--- src/rtl/key_scan_sched.sv ---
// Round-robin debounce scheduler: one shared engine services NKEY buttons, debounced edges queue in a FWFT FIFO.
// Define KEY_REL_EVT_EN to queue release events as well as presses (default: presses only, EVT_REL tied 0).
module key_scan_sched #(
  parameter int NKEY     = 4,
  parameter int KW       = 2,
  parameter int CW       = 4,
  parameter int HI_TH    = 12,
  parameter int LO_TH    = 7,
  parameter int SCAN_DIV = 1,
  parameter int FDEPTH   = 4
) (
  input  logic            CLK,
  input  logic            RST_N,
  input  logic [NKEY-1:0] KIN,
  output logic [NKEY-1:0] KOUT,
  output logic            EVT_VALID,
  output logic [KW-1:0]   EVT_CODE,
  output logic            EVT_REL,
  input  logic            EVT_ACK,
  output logic            OVF,
  input  logic            CLR_OVF
);

  localparam int DW = (SCAN_DIV > 1) ? $clog2(SCAN_DIV) : 1;
  localparam int AW = (FDEPTH > 1) ? $clog2(FDEPTH) : 1;
  localparam logic [DW-1:0] DIV_LAST = DW'(SCAN_DIV - 1);
  localparam logic [KW-1:0] IDX_LAST = KW'(NKEY - 1);
  localparam logic [CW:0]   HI_W     = (CW+1)'(HI_TH);
  localparam logic [CW:0]   LO_W     = (CW+1)'(LO_TH);
  localparam logic [AW:0]   FULL_CNT = (AW+1)'(FDEPTH);

  logic [NKEY-1:0] meta_q, sync_q;
  logic [DW-1:0]   div_q, div_d;
  logic [KW-1:0]   idx_q, idx_d;
  logic [CW-1:0]   cnt_q [NKEY];
  logic [CW-1:0]   cnt_d;
  logic [NKEY-1:0] kout_q, kout_d;
  logic            slot, samp, flip, det;
  logic [CW:0]     cnt_inc, th;

  logic            pend_q;
  logic [KW-1:0]   pcode_q;
  logic [KW-1:0]   code_mem [FDEPTH];
  logic [AW-1:0]   wptr_q, rptr_q;
  logic [AW:0]     fcnt_q, fcnt_d;
  logic            full, push, pop, drop;
  logic            ovf_q, ovf_d;

  // Scan slot and the shared debounce engine for key idx_q
  always_comb begin
    slot    = (div_q == DIV_LAST);
    div_d   = slot ? '0 : div_q + 1'b1;
    idx_d   = idx_q;
    if (slot) idx_d = (idx_q == IDX_LAST) ? '0 : idx_q + 1'b1;
    samp    = sync_q[idx_q];
    th      = kout_q[idx_q] ? LO_W : HI_W;
    cnt_inc = {1'b0, cnt_q[idx_q]} + 1'b1;
    flip    = slot && (samp != kout_q[idx_q]) && (cnt_inc > th);
    kout_d  = kout_q;
    if (flip) kout_d[idx_q] = samp;
    cnt_d   = ((samp == kout_q[idx_q]) || flip) ? '0 : cnt_inc[CW-1:0];
`ifdef KEY_REL_EVT_EN
    det     = flip;
`else
    det     = flip && samp;
`endif
  end

  always_ff @(posedge CLK or negedge RST_N) begin
    if (!RST_N) begin
      meta_q <= '0;
      sync_q <= '0;
      div_q  <= '0;
      idx_q  <= '0;
      kout_q <= '0;
      pend_q <= 1'b0;
      for (int k = 0; k < NKEY; k++) cnt_q[k] <= '0;
    end else begin
      meta_q <= KIN;
      sync_q <= meta_q;
      div_q  <= div_d;
      idx_q  <= idx_d;
      kout_q <= kout_d;
      pend_q <= det;
      if (slot) cnt_q[idx_q] <= cnt_d;
    end
  end

  // Event stage: detected edge waits one cycle before entering the FIFO
`ifdef KEY_REL_EVT_EN
  logic prel_q;
  logic rel_mem [FDEPTH];
  always_ff @(posedge CLK) begin
    if (det) prel_q <= ~samp;
    if (push) rel_mem[wptr_q] <= prel_q;
  end
  assign EVT_REL = EVT_VALID ? rel_mem[rptr_q] : 1'b0;
`else
  assign EVT_REL = 1'b0;
`endif

  always_ff @(posedge CLK) begin
    if (det) pcode_q <= idx_q;
    if (push) code_mem[wptr_q] <= pcode_q;
  end

  // FIFO control; a full FIFO accepts a push only when the head pops on the same edge
  always_comb begin
    EVT_VALID = (fcnt_q != '0);
    full      = (fcnt_q == FULL_CNT);
    pop       = EVT_VALID && EVT_ACK;
    push      = pend_q && (!full || pop);
    drop      = pend_q && full && !pop;
    fcnt_d    = fcnt_q + (AW+1)'(push) - (AW+1)'(pop);
    ovf_d     = drop | (ovf_q & ~CLR_OVF);
  end

  always_ff @(posedge CLK or negedge RST_N) begin
    if (!RST_N) begin
      wptr_q <= '0;
      rptr_q <= '0;
      fcnt_q <= '0;
      ovf_q  <= 1'b0;
    end else begin
      if (push) wptr_q <= wptr_q + 1'b1;
      if (pop)  rptr_q <= rptr_q + 1'b1;
      fcnt_q <= fcnt_d;
      ovf_q  <= ovf_d;
    end
  end

  assign EVT_CODE = EVT_VALID ? code_mem[rptr_q] : '0;
  assign KOUT     = kout_q;
  assign OVF      = ovf_q;

endmodule

--- config.mk ---
export PLATFORM = sky130hd
export DESIGN_NAME = key_scan_sched
export DESIGN_NICKNAME = d
export VERILOG_FILES = /design/src/rtl/key_scan_sched.sv
export SDC_FILE = /design/constraint.sdc
export NUM_CORES = 1
export LEC_CHECK = 0
export ABC_AREA = 1
export CAP_MARGIN = 20
export CORE_ASPECT_RATIO = 0.75
export CORE_MARGIN = 1.5
export CORE_UTILIZATION = 23
export CTS_CLUSTER_DIAMETER = 200
export DETAILED_ROUTE_END_ITERATION = 6
export GPL_TIMING_DRIVEN = 0
export PLACE_DENSITY = 0.44
export SETUP_SLACK_MARGIN = 0.3
export SYNTH_ARGS = -nofsm -noshare
export SYNTH_HDL_FRONTEND = slang
export SYNTH_SLANG_ARGS = --single-unit
--- constraint.sdc ---
create_clock -name CLK -period 7.4 [get_ports CLK]
set_input_delay 1.85 -clock CLK [delete_from_list [all_inputs] [get_ports CLK]]
set_output_delay 1.85 -clock CLK [all_outputs]
set_load 0.005 [all_outputs]
Word-level counts from Yosys, hierarchy flattened
Memory sizes are Yosys's and may differ from the RTL's.
Cells that the tools add are included.
{ "op_classes": {"n_addsub": 7, "mul": 0, "div": 0, "magnitude_cmp": 5, "eq_ne": 4, "shifts": 0, "mux": 20, "n_bitwise": 5, "reduce_logical": 14} }
{ "ops": {"columns": ["operator", "count"], "rows": [
  ["$mux W4", 5],
  ["$bwmux W16", 1],
  ["$logic_and A1 B1 Y1", 9],
  ["$bmux W4 S2", 1],
  ["$demux W4 S2", 1],
  ["$add A2 B1 Y2 const B", 3],
  ["$mux W1", 6],
  ["$add A4 B1 Y5 const B", 1],
  ["$gt A5 B4 Y1", 1],
  ["$bmux W1 S2", 2],
  ["$bwmux W4", 1],
  ["$mux W2", 2],
  ["$add A3 B1 Y3", 1],
  ["$eq A3 B3 Y1 const B", 1],
  ["$ge A3 B3 Y1 const B", 1],
  ["$lt A2 B3 Y1 const B", 1],
  ["$lt A3 B1 Y1 const B", 1],
  ["$not A2 Y3", 1],
  ["$reduce_bool A3 Y1", 1],
  ["$sub A3 B1 Y3", 1],
  ["$demux W1 S2", 1],
  ["$eq A2 B2 Y1 const B", 1],
  ["$ge A2 B1 Y1 const B", 1],
  ["$logic_not A1 Y1", 2],
  ["other kinds (7)", 9]
]} }
{ "word_totals": {"regBits": 42, "latch_bits": 0, "ram_bits": 8, "romBits": 0, "inputBits": 8, "output_inout_bits": 9, "word_cells": 71, "mem_count": 1} }
{ "memory_table": {"columns": ["name", "words", "word_bits", "rd", "rd_ports_with_merged_regs", "write_ports", "line_no", "rtl"], "rows": [
  ["code_mem", 4, 2, 1, 0, 1, "43", "logic [KW-1:0] code_mem [FDEPTH];"]
]} }

Longest topological paths before layout
{ "depth": {"word_depth": 10, "depth_mapped": 19, "mapped_depth_nobuf": 18} }

Worst setup path before layout
Ideal clock, no wire load.
{ "synth_path": {"path_type": "input to register", "from": "input EVT_ACK", "to": "register fcnt_q[2]", "t_arrival_ns": 3.133, "slack_ns": 4.138, "path_stages": 8, "path_cell_list": "nor2_1 > nand3_1 > nand2_1 > ha_1 > inv_1 > ha_1 > fa_1 > xor2_1"} }
{ "synth_between": {"elab_chain_cells": 5} }
{ "synth_lines": {"columns": ["element", "line_no", "rtl"], "rows": [
  ["from (decl)", "19", "input logic EVT_ACK,"],
  ["$logic_and A1 B1 Y1 (*)", "111", "pop = EVT_VALID && EVT_ACK;"],
  ["$logic_or A1 B1 Y1", "112", "push = pend_q && (!full || pop);"],
  ["$logic_and A1 B1 Y1", "112", null],
  ["$add A3 B1 Y3", "114", "fcnt_d = fcnt_q + (AW+1)'(push) - (AW+1)'(pop);"],
  ["$sub A3 B1 Y3 (*)", "114", null],
  ["via fcnt_d[2]", "45", "logic [AW:0] fcnt_q, fcnt_d;"],
  ["to (signal assigned)", "127", "fcnt_q <= fcnt_d;"],
  ["to (decl)", "45", null]
]} }
Mark *: on every way through the listed nets, which the timed path passes. The rest lies on a longest branch.
A chain may end at the register's enable or synchronous reset.

Final worst setup path
{ "layout_path": {"from": "register fcnt_q[2]", "to": "output EVT_CODE[1]"} }
{ "layout_between": {"elab_chain_cells": 2} }
{ "layout_lines": {"columns": ["element", "line_no", "rtl"], "rows": [
  ["$reduce_bool A3 Y1", "109", "EVT_VALID = (fcnt_q != '0);"],
  ["$mux W2", "132", "assign EVT_CODE = EVT_VALID ? code_mem[rptr_q] : '0;"],
  ["to (decl)", "17", "output logic [KW-1:0] EVT_CODE,"]
]} }
No other way between the ends.

==> implementation parameters <==
Parameter                              Value

Clocking
  Number of hold buffers added after cts ... 0
  Source-to-sink clock delay at the later pin of the worst-skew pair ... 0.28 ns
  H-tree lvl count ... 2
  Setup fix buffers added after clock tree synthesis ... 0
  Clock-pin slew of the registers on the worst-case setup and hold paths ... 0.06 ns
  Clock root buffer master ... sky130_fd_sc_hd__clkbuf_16
  Number of cells upsized or downsized after cts ... 0
  TritonCTS Buffers ... 5
  Clock tree from TritonCTS ... built
  Number of buffers on the longest clock path ... 2
  TritonCTS sink count ... between 40 and 50

Yosys
  Fraction of the yosys area taken by sequential cells ... 49.85%
  Post-synth cell types ... 27
  Synth Warn # ... 0
  Syn Inst Count ... 274
  Cell area after synthesis ... 0.002560 sq mm
  Register bit total from synthesis ... 49
  Mean cell area of the mapped netlist ... between 9 and 10 sq um
  Number of nets in the synthesized netlist ... about 300

Finish
  Synthesis-to-layout area growth ... 19.31%
  Total number of nets in the final design ... 320
  Filler instances ... 1187
  Antenna diode count ... 0
  Area of the multi-input gates ... 0.001066 sq mm
  Layout cells sized above 1 ... 10.07%
  Area occupied by registers ... ~0.0013 sq mm

Global routing
  GRT Overall Usage ... 10.18%
  First-pass GRT wire length ... 9.246 mm
  Pin count of the biggest net entering global routing ... 23
  Vias in the first global route ... 1716
  Initial antenna violation count ... 0
  Sum of overflow across all layers after global routing ... 0

Timing
  Tcrit/Tclk final ... 50.34%
  Maximum frequency from static timing analysis ... 268.5 MHz
  Setup repair after global routing missed its margin ... no
  Final Hold Vio Count ... 0
  Setup violations, final ... 0
  Accumulated negative setup slack ... 0 ns
  Worst hold slack ... 0.3468 ns
  Worst max-slew margin expressed relative to the limit ... between 50% and 60%
  Final critical path time including I/O delays and setup ... approximately 3.7 ns
  Max Slew Vio Count ... 0
  Clock skew ... 0.004072 ns
  Pin slew with the least headroom to its limit ... 0.7029 ns
  Final setup slack of the worst path ... 3.675 ns

Route
  Number of violations reported at the end of detailed-routing iteration 0 ... 111
  Post-route DRC violation count ... 0
  Wire length reported by the detailed router ... between 5 and 6 mm
  Ratio of routed vias to standard cells ... roughly 4
  Via Count ... 1759
  Final routed wire length divided by cell count ... approximately 12 um
  Pre-antenna DRT Iters ... 4
  Post-detailed-route count of antenna-violating nets ... 0

Job
  Total of max-cap violations ... 0

Placed design
  Routability congestion estimate from global placement ... 0.8112
  Post-Place Worst Slack ... 3.460 ns
  HPWL after detailed placement ... 4.129 mm
  Number of input and output port buffers inserted ... 15

Floorplan
  Die area ... between 0.01 and 0.015 sq mm
  Overall die width ... ~120 um
  Core Rows ... 33
  Initial cell density of the core ... 23.48%
  Placeable Area ... 0.01090 sq mm
  Chip height ... roughly 94 um
  Number of top-level design ports ... 17

Setup path
  Worst-path maximum fanout ... 5
  Setup crit start kind ... register
  Data arrival time of the worst path ... around 1.9 ns
  Crit end category ... output port
  Register-to-Register Path Depth ... 14
  Reg2reg setup slack ... 4.46 ns
  Crit path required time ... 5.55 ns
  CP Class ... reg2out
  Worst reg2reg startpoint ... idx_q[0]
  Endpoint of the worst-slack reg-to-reg timing path ... pcode_q[0]

Min path
  WHS Path Cells ... 0
  Worst hold path startpoint ... meta_q[3]
  HP Class ... reg2reg
  Hold Path Sink ... sync_q[3]

Power and ir drop
  Max VDD drop ... 0.1079 mV
  Pwr Density ... 220.1 mW/mm^2
  Static leakage ... 1.373 nW

Run status
  Run status ... finished clean
==> cell families after synthesis <==
family / share of synthesized area [%]
simple gates: 22.92
fa+ha+maj: 7.625
other cells: 0.1465
flops: 49.85
compound gates: 9.580
xor+xnor: 1.369
buf+inv: 8.504
==> cell usage after synthesis <==
cell type                  count  area [sq um]
sky130_fd_sc_hd__a21oi_1       6         30.03
sky130_fd_sc_hd__a21oi_4       1         16.27
sky130_fd_sc_hd__buf_4         3         22.52
sky130_fd_sc_hd__buf_6         1         11.26
sky130_fd_sc_hd__clkbuf_1      1         3.750
sky130_fd_sc_hd__conb_1        1         3.750
sky130_fd_sc_hd__dfrtp_1      39         975.9
sky130_fd_sc_hd__edfxtp_1     10         300.3
sky130_fd_sc_hd__fa_1          1         20.02
sky130_fd_sc_hd__ha_1         14         175.2
sky130_fd_sc_hd__inv_1        44         165.2
sky130_fd_sc_hd__inv_2         4         15.01
sky130_fd_sc_hd__nand2_1      52         195.2
sky130_fd_sc_hd__nand2_2       2         12.51
sky130_fd_sc_hd__nand2_4       2         22.52
sky130_fd_sc_hd__nand2_8       1         20.02
sky130_fd_sc_hd__nand3_1      17         85.08
sky130_fd_sc_hd__nand3_4       1         17.52
sky130_fd_sc_hd__nand4_4       4         85.08
sky130_fd_sc_hd__nor2_1       37         138.9
sky130_fd_sc_hd__nor3_1        2         10.01
sky130_fd_sc_hd__o211ai_2      3         37.54
sky130_fd_sc_hd__o21ai_0       7         35.03
sky130_fd_sc_hd__o21bai_1     16         120.1
sky130_fd_sc_hd__o22ai_1       1         6.260
sky130_fd_sc_hd__xnor2_1       1         8.760
sky130_fd_sc_hd__xor2_1        3         26.28
==> cell usage in the layout, fill, tap and decap left out, types with 2 or more instances in the layout <==
cell                              netlist  layout
sky130_fd_sc_hd__nand2_1               52      52
sky130_fd_sc_hd__inv_1                 44      44
sky130_fd_sc_hd__dfrtp_1               39      39
sky130_fd_sc_hd__nor2_1                37      37
sky130_fd_sc_hd__nand3_1               17      17
sky130_fd_sc_hd__o21bai_1              16      16
sky130_fd_sc_hd__ha_1                  14      14
sky130_fd_sc_hd__clkdlybuf4s50_1        0      14
sky130_fd_sc_hd__edfxtp_1              10      10
sky130_fd_sc_hd__o21ai_0                7       7
sky130_fd_sc_hd__a21oi_1                6       6
sky130_fd_sc_hd__clkbuf_16              0       5
sky130_fd_sc_hd__inv_2                  4       4
sky130_fd_sc_hd__nand4_4                4       4
sky130_fd_sc_hd__buf_4                  3       3
sky130_fd_sc_hd__clkbuf_1               1       3
sky130_fd_sc_hd__o211ai_2               3       3
sky130_fd_sc_hd__xor2_1                 3       3
sky130_fd_sc_hd__nand2_2                2       2
sky130_fd_sc_hd__nor3_1                 2       2
sky130_fd_sc_hd__nand2_4                2       2
==> through the flow <==
| stage | util, % | area (sq um) | total power [mW] | instances |
|---|---|---|---|---|
| 2_1_floorplan | - | 2560 | 0.4003 | 274 |
| 6_report | 28.02 | 3054 | 0.6724 | 438 |
| 5_1_grt | 28.02 | 3054 | 0.7172 | 438 |
| 3_5_place_dp | 26.68 | 2908 | 0.4548 | 430 |
| 4_1_cts | 28.02 | 3054 | 0.6853 | 438 |
| 3_3_place_gp | 26.47 | 2885 | 0.4511 | 429 |
==> report_power, final <==
part           total, mW  leakage [nW]  internal, mW  switching (mW)
registers          0.318         0.581         0.299          0.0197
clock network      0.225        0.0712         0.135          0.0906
logic              0.129         0.721        0.0625          0.0663
total              0.672          1.37         0.496           0.177
==> critical path: stages (launching register included) <==
cell                              delay (ns)
sky130_fd_sc_hd__dfrtp_1                0.41
sky130_fd_sc_hd__nor3_1                 0.61
sky130_fd_sc_hd__a21oi_1                0.08
sky130_fd_sc_hd__clkdlybuf4s50_1        0.48
==> routing by layer <==
metal	wire [um]	track usage, %	part of all wire, %
met5	0	0	0
met2	2250	14.79	41
met3	196	1.700	3.6
met1	2921	15.05	53
met4	92	3.977	1.7
==> flip-flops by register name, indices dropped and copies added (netlist names) <==
name,flops
cnt_q,16
code_mem,8
KOUT,4
meta_q,4
sync_q,4
fcnt_q,3
idx_q,2
pcode_q,2
rptr_q,2
wptr_q,2
OVF,1
pend_q,1
==> cell type report <==
cell class,instances,area share (%)
repair buffers,16,5.653
clock buffers,8,4.793
plain buffers,5,1.229
well taps,140,5.735
flip-flops and latches,49,41.79
inverters,48,5.899
multi-input cells,172,34.90
==> worst max path at each step <==
stage / from / end / slack (ns) / cells after the start
floorplan: EVT_ACK / fcnt_q[2] / 4.14 / 8
global placement: RST_N / cnt_q[10] / 3.39 / 1
detailed placement: EVT_ACK / fcnt_q[2] / 3.46 / 9
CTS: fcnt_q[2] / EVT_CODE[1] / 3.64 / 3
global route: fcnt_q[2] / EVT_VALID / 3.58 / 3
finish: fcnt_q[2] / EVT_CODE[1] / 3.68 / 3
No activity file was read; power rests on OpenSTA's default activity.
==> variant, RTL diff (same flow settings) <==
The option `KEY_REL_EVT_EN` is turned on by a define.
--- a/src/rtl/key_scan_sched.sv
+++ b/src/rtl/key_scan_sched.sv
@@ -1,4 +1,6 @@
 // Round-robin debounce scheduler: one shared engine services NKEY buttons, debounced edges queue in a FWFT FIFO.
 // Define KEY_REL_EVT_EN to queue release events as well as presses (default: presses only, EVT_REL tied 0).
+`define KEY_REL_EVT_EN
+
 module key_scan_sched #(
   parameter int NKEY     = 4,
Function: same outputs for any inputs over 10 cycles, from zero or initial values and one cycle with RST_N low; that may be too few to reach the edited logic, so the function may still have changed.
==> variant against the unedited design <==
  * Power up 14%
  * Design area is 7.3% higher
  * Synthesized area rose by 6.8%
  * Clock skew rose by 6.7 ps
  * Count of clock-buffer cells in the layout shrank 2
  * Sequential cell count grew 5
  * Sequential share of layout area is 1.7 points higher
  * Core utilization increased by 0.30 points
  * Global-route usage hardly changed
  * Worst setup slack got worse by 14 ps
  * Wire length rose by 4.9%
  * Worst hold slack better by 0.94 ps
  * Critical endpoint is now EVT_CODE[0]
  * Largest cell class unchanged
==> variant: results (changes against the unedited design) <==
route:
  drt_iter0_markers: 67  # -40%
  wirelength_um: 5726  # +4.9%
  wl_per_cell_um: 12.11  # -2.9%
  drt_pre_antenna_iters: 4  # unchanged
  via_count: 1857  # +5.6%
sta:
  skew_ps: 10.75  # +6.678 ps
  slew_headroom: 0.5445  # +0.01670
setup_path:
  r2r-start: "idx_q[0]"
  arrival_ps: 1890  # +20 ps
  reg2reg_depth: 13  # -1
  worstPathMaxFanout: 8  # +3
  critPathSlowestCell: "clkdlybuf4s50_1"
  cpPeakStageDelay_ps: 520  # -90 ps
  crit_family: "buffers and inverters"
  crit_path_start: "rptr_q[0]"
pwr:
  p_int_mw: 0.5629  # +14%
  ir_worst_vdd_uv: 147.1  # +36%
  p_leak_nw: 1.500  # +9.3%
logic_synthesis:
  synth_commonest_cells: "nand2_1 (51), inv_1 (44), nor2_1 (40)"
  syn_area_per_cell_um2: 9.559  # +2.3%
  synth_ff_type: "dfrtp_1"
  ys_types: 33  # +22%
  ys_warn_count: 0  # unchanged
  synth-edff-count: 15  # +5
  syn-num-nets: 309  # +4.0%
  synthArstFlopShare: 0.7222  # -0.07370
  yosysSeqAreaShare: 0.5217  # +0.02321
  synthTopCellsByArea: "dfrtp_1 (36%), edfxtp_1 (16%), nand2_1 (7.0%)"
  synth_cells: 286  # +4.4%
grt:
  antenna_found_initial: 0  # unchanged
  grt_pass1_vias: 1834  # +6.9%
  grt_pass1_wl_um: 9680  # +4.7%
  track_usage: 0.1015  # -0.0003265
  grt_max_degree: 39  # +70%
placed_design:
  hpwlAfterDp_um: 4176  # +1.2%
  gp_congestion: 0.8583  # +5.8%
  dp_slack_ps: 3477  # +16.36 ps
  place.detailed.instances: 465  # +8.1%
  portBuffers: 16  # +1
  dpl_cell_area_um2: 3112  # +7.0%
clocking:
  cts_max_path_buffers: 2  # unchanged
  clk_latency_ps: 290
  h-tree-depth: 2  # unchanged
  cts_resized: 0  # unchanged
  path_clk_slew_ps: 70
  cts_inserted_buffers: 5  # unchanged
  cts_root_buf: "clkbuf_16"
min_path:
  min_from: "meta_q[1]"
  hp-class: "register to register"
  hold_path_depth: 0  # unchanged
finish:
  fill_cells: 1251  # +5.4%
  top_regs: "cnt_q: 16 flops, code_mem: 8 flops"
  multi_input_area_um2: 1075  # +0.82%
  final_layout_size_suffix_gt1_frac: 0.1029  # +0.002223
  nets: 333  # +4.1%
outcome:
  status: "complete, no violations"
[variant: cell types whose count changed in the layout (fill, tap and decap cells not counted), sizes merged, moves of 2 or more]
| cell | delta |
|---|---|
| edfxtp | +5 |
| nand4 | +4 |
| o211ai | -3 |
| nor2 | +3 |
| o21ai | +2 |
[variant: final cells by class]
cell class	count	share of cell area
clock buffers	6	0.03933
well taps	162	0.06186
clock inverters	2	0.01107
flip-flops and latches	54	0.4353
multi-input cells	179	0.3280
plain buffers	7	0.01756
inverters	46	0.05346
repair buffers	17	0.05346
[variant: worst paths after layout]
path | slack (ps) | end
max in group asynchronous | 5640 | cnt_q[6]
min | 350 | sync_q[1]
max reg2reg | 4230 | prel_q
min in group asynchronous | 1350 | KOUT[2]
min reg2reg | 350 | sync_q[1]
max | 3660 | EVT_CODE[0]
[variant: per-layer routing]
layer  routed length, µm  GRT usage  vias up
met5                   0          0        -
met1                3110     0.1578      860
met2                2307     0.1382       38
met3                 255    0.02258        4
met4                  52    0.02852        0
li1                    -          -      955
[variant: logic make-up (layout without fill, tap and decap cells)]
| kind of cell | Yosys count | in the layout | share of synthesized area |
|---|---|---|---|
| xor+xnor | 5 | 5 | 0.01877 |
| mux | 1 | 1 | 0.008237 |
| compound gates | 33 | 33 | 0.08192 |
| simple gates | 125 | 125 | 0.2128 |
| buf+inv | 53 | 78 | 0.08512 |
| fa+ha+maj | 15 | 15 | 0.07140 |
| flops | 54 | 54 | 0.5217 |
[variant: power groups by stage]
stage	sequential [mW]	combinational (mW)	clock (mW)
6_report	0.345	0.158	0.264
5_1_grt	0.348	0.182	0.289
4_1_cts	0.345	0.161	0.273
3_5_place_dp	0.351	0.160	0
3_3_place_gp	0.351	0.156	0
2_1_floorplan	0.347	0.0959	0
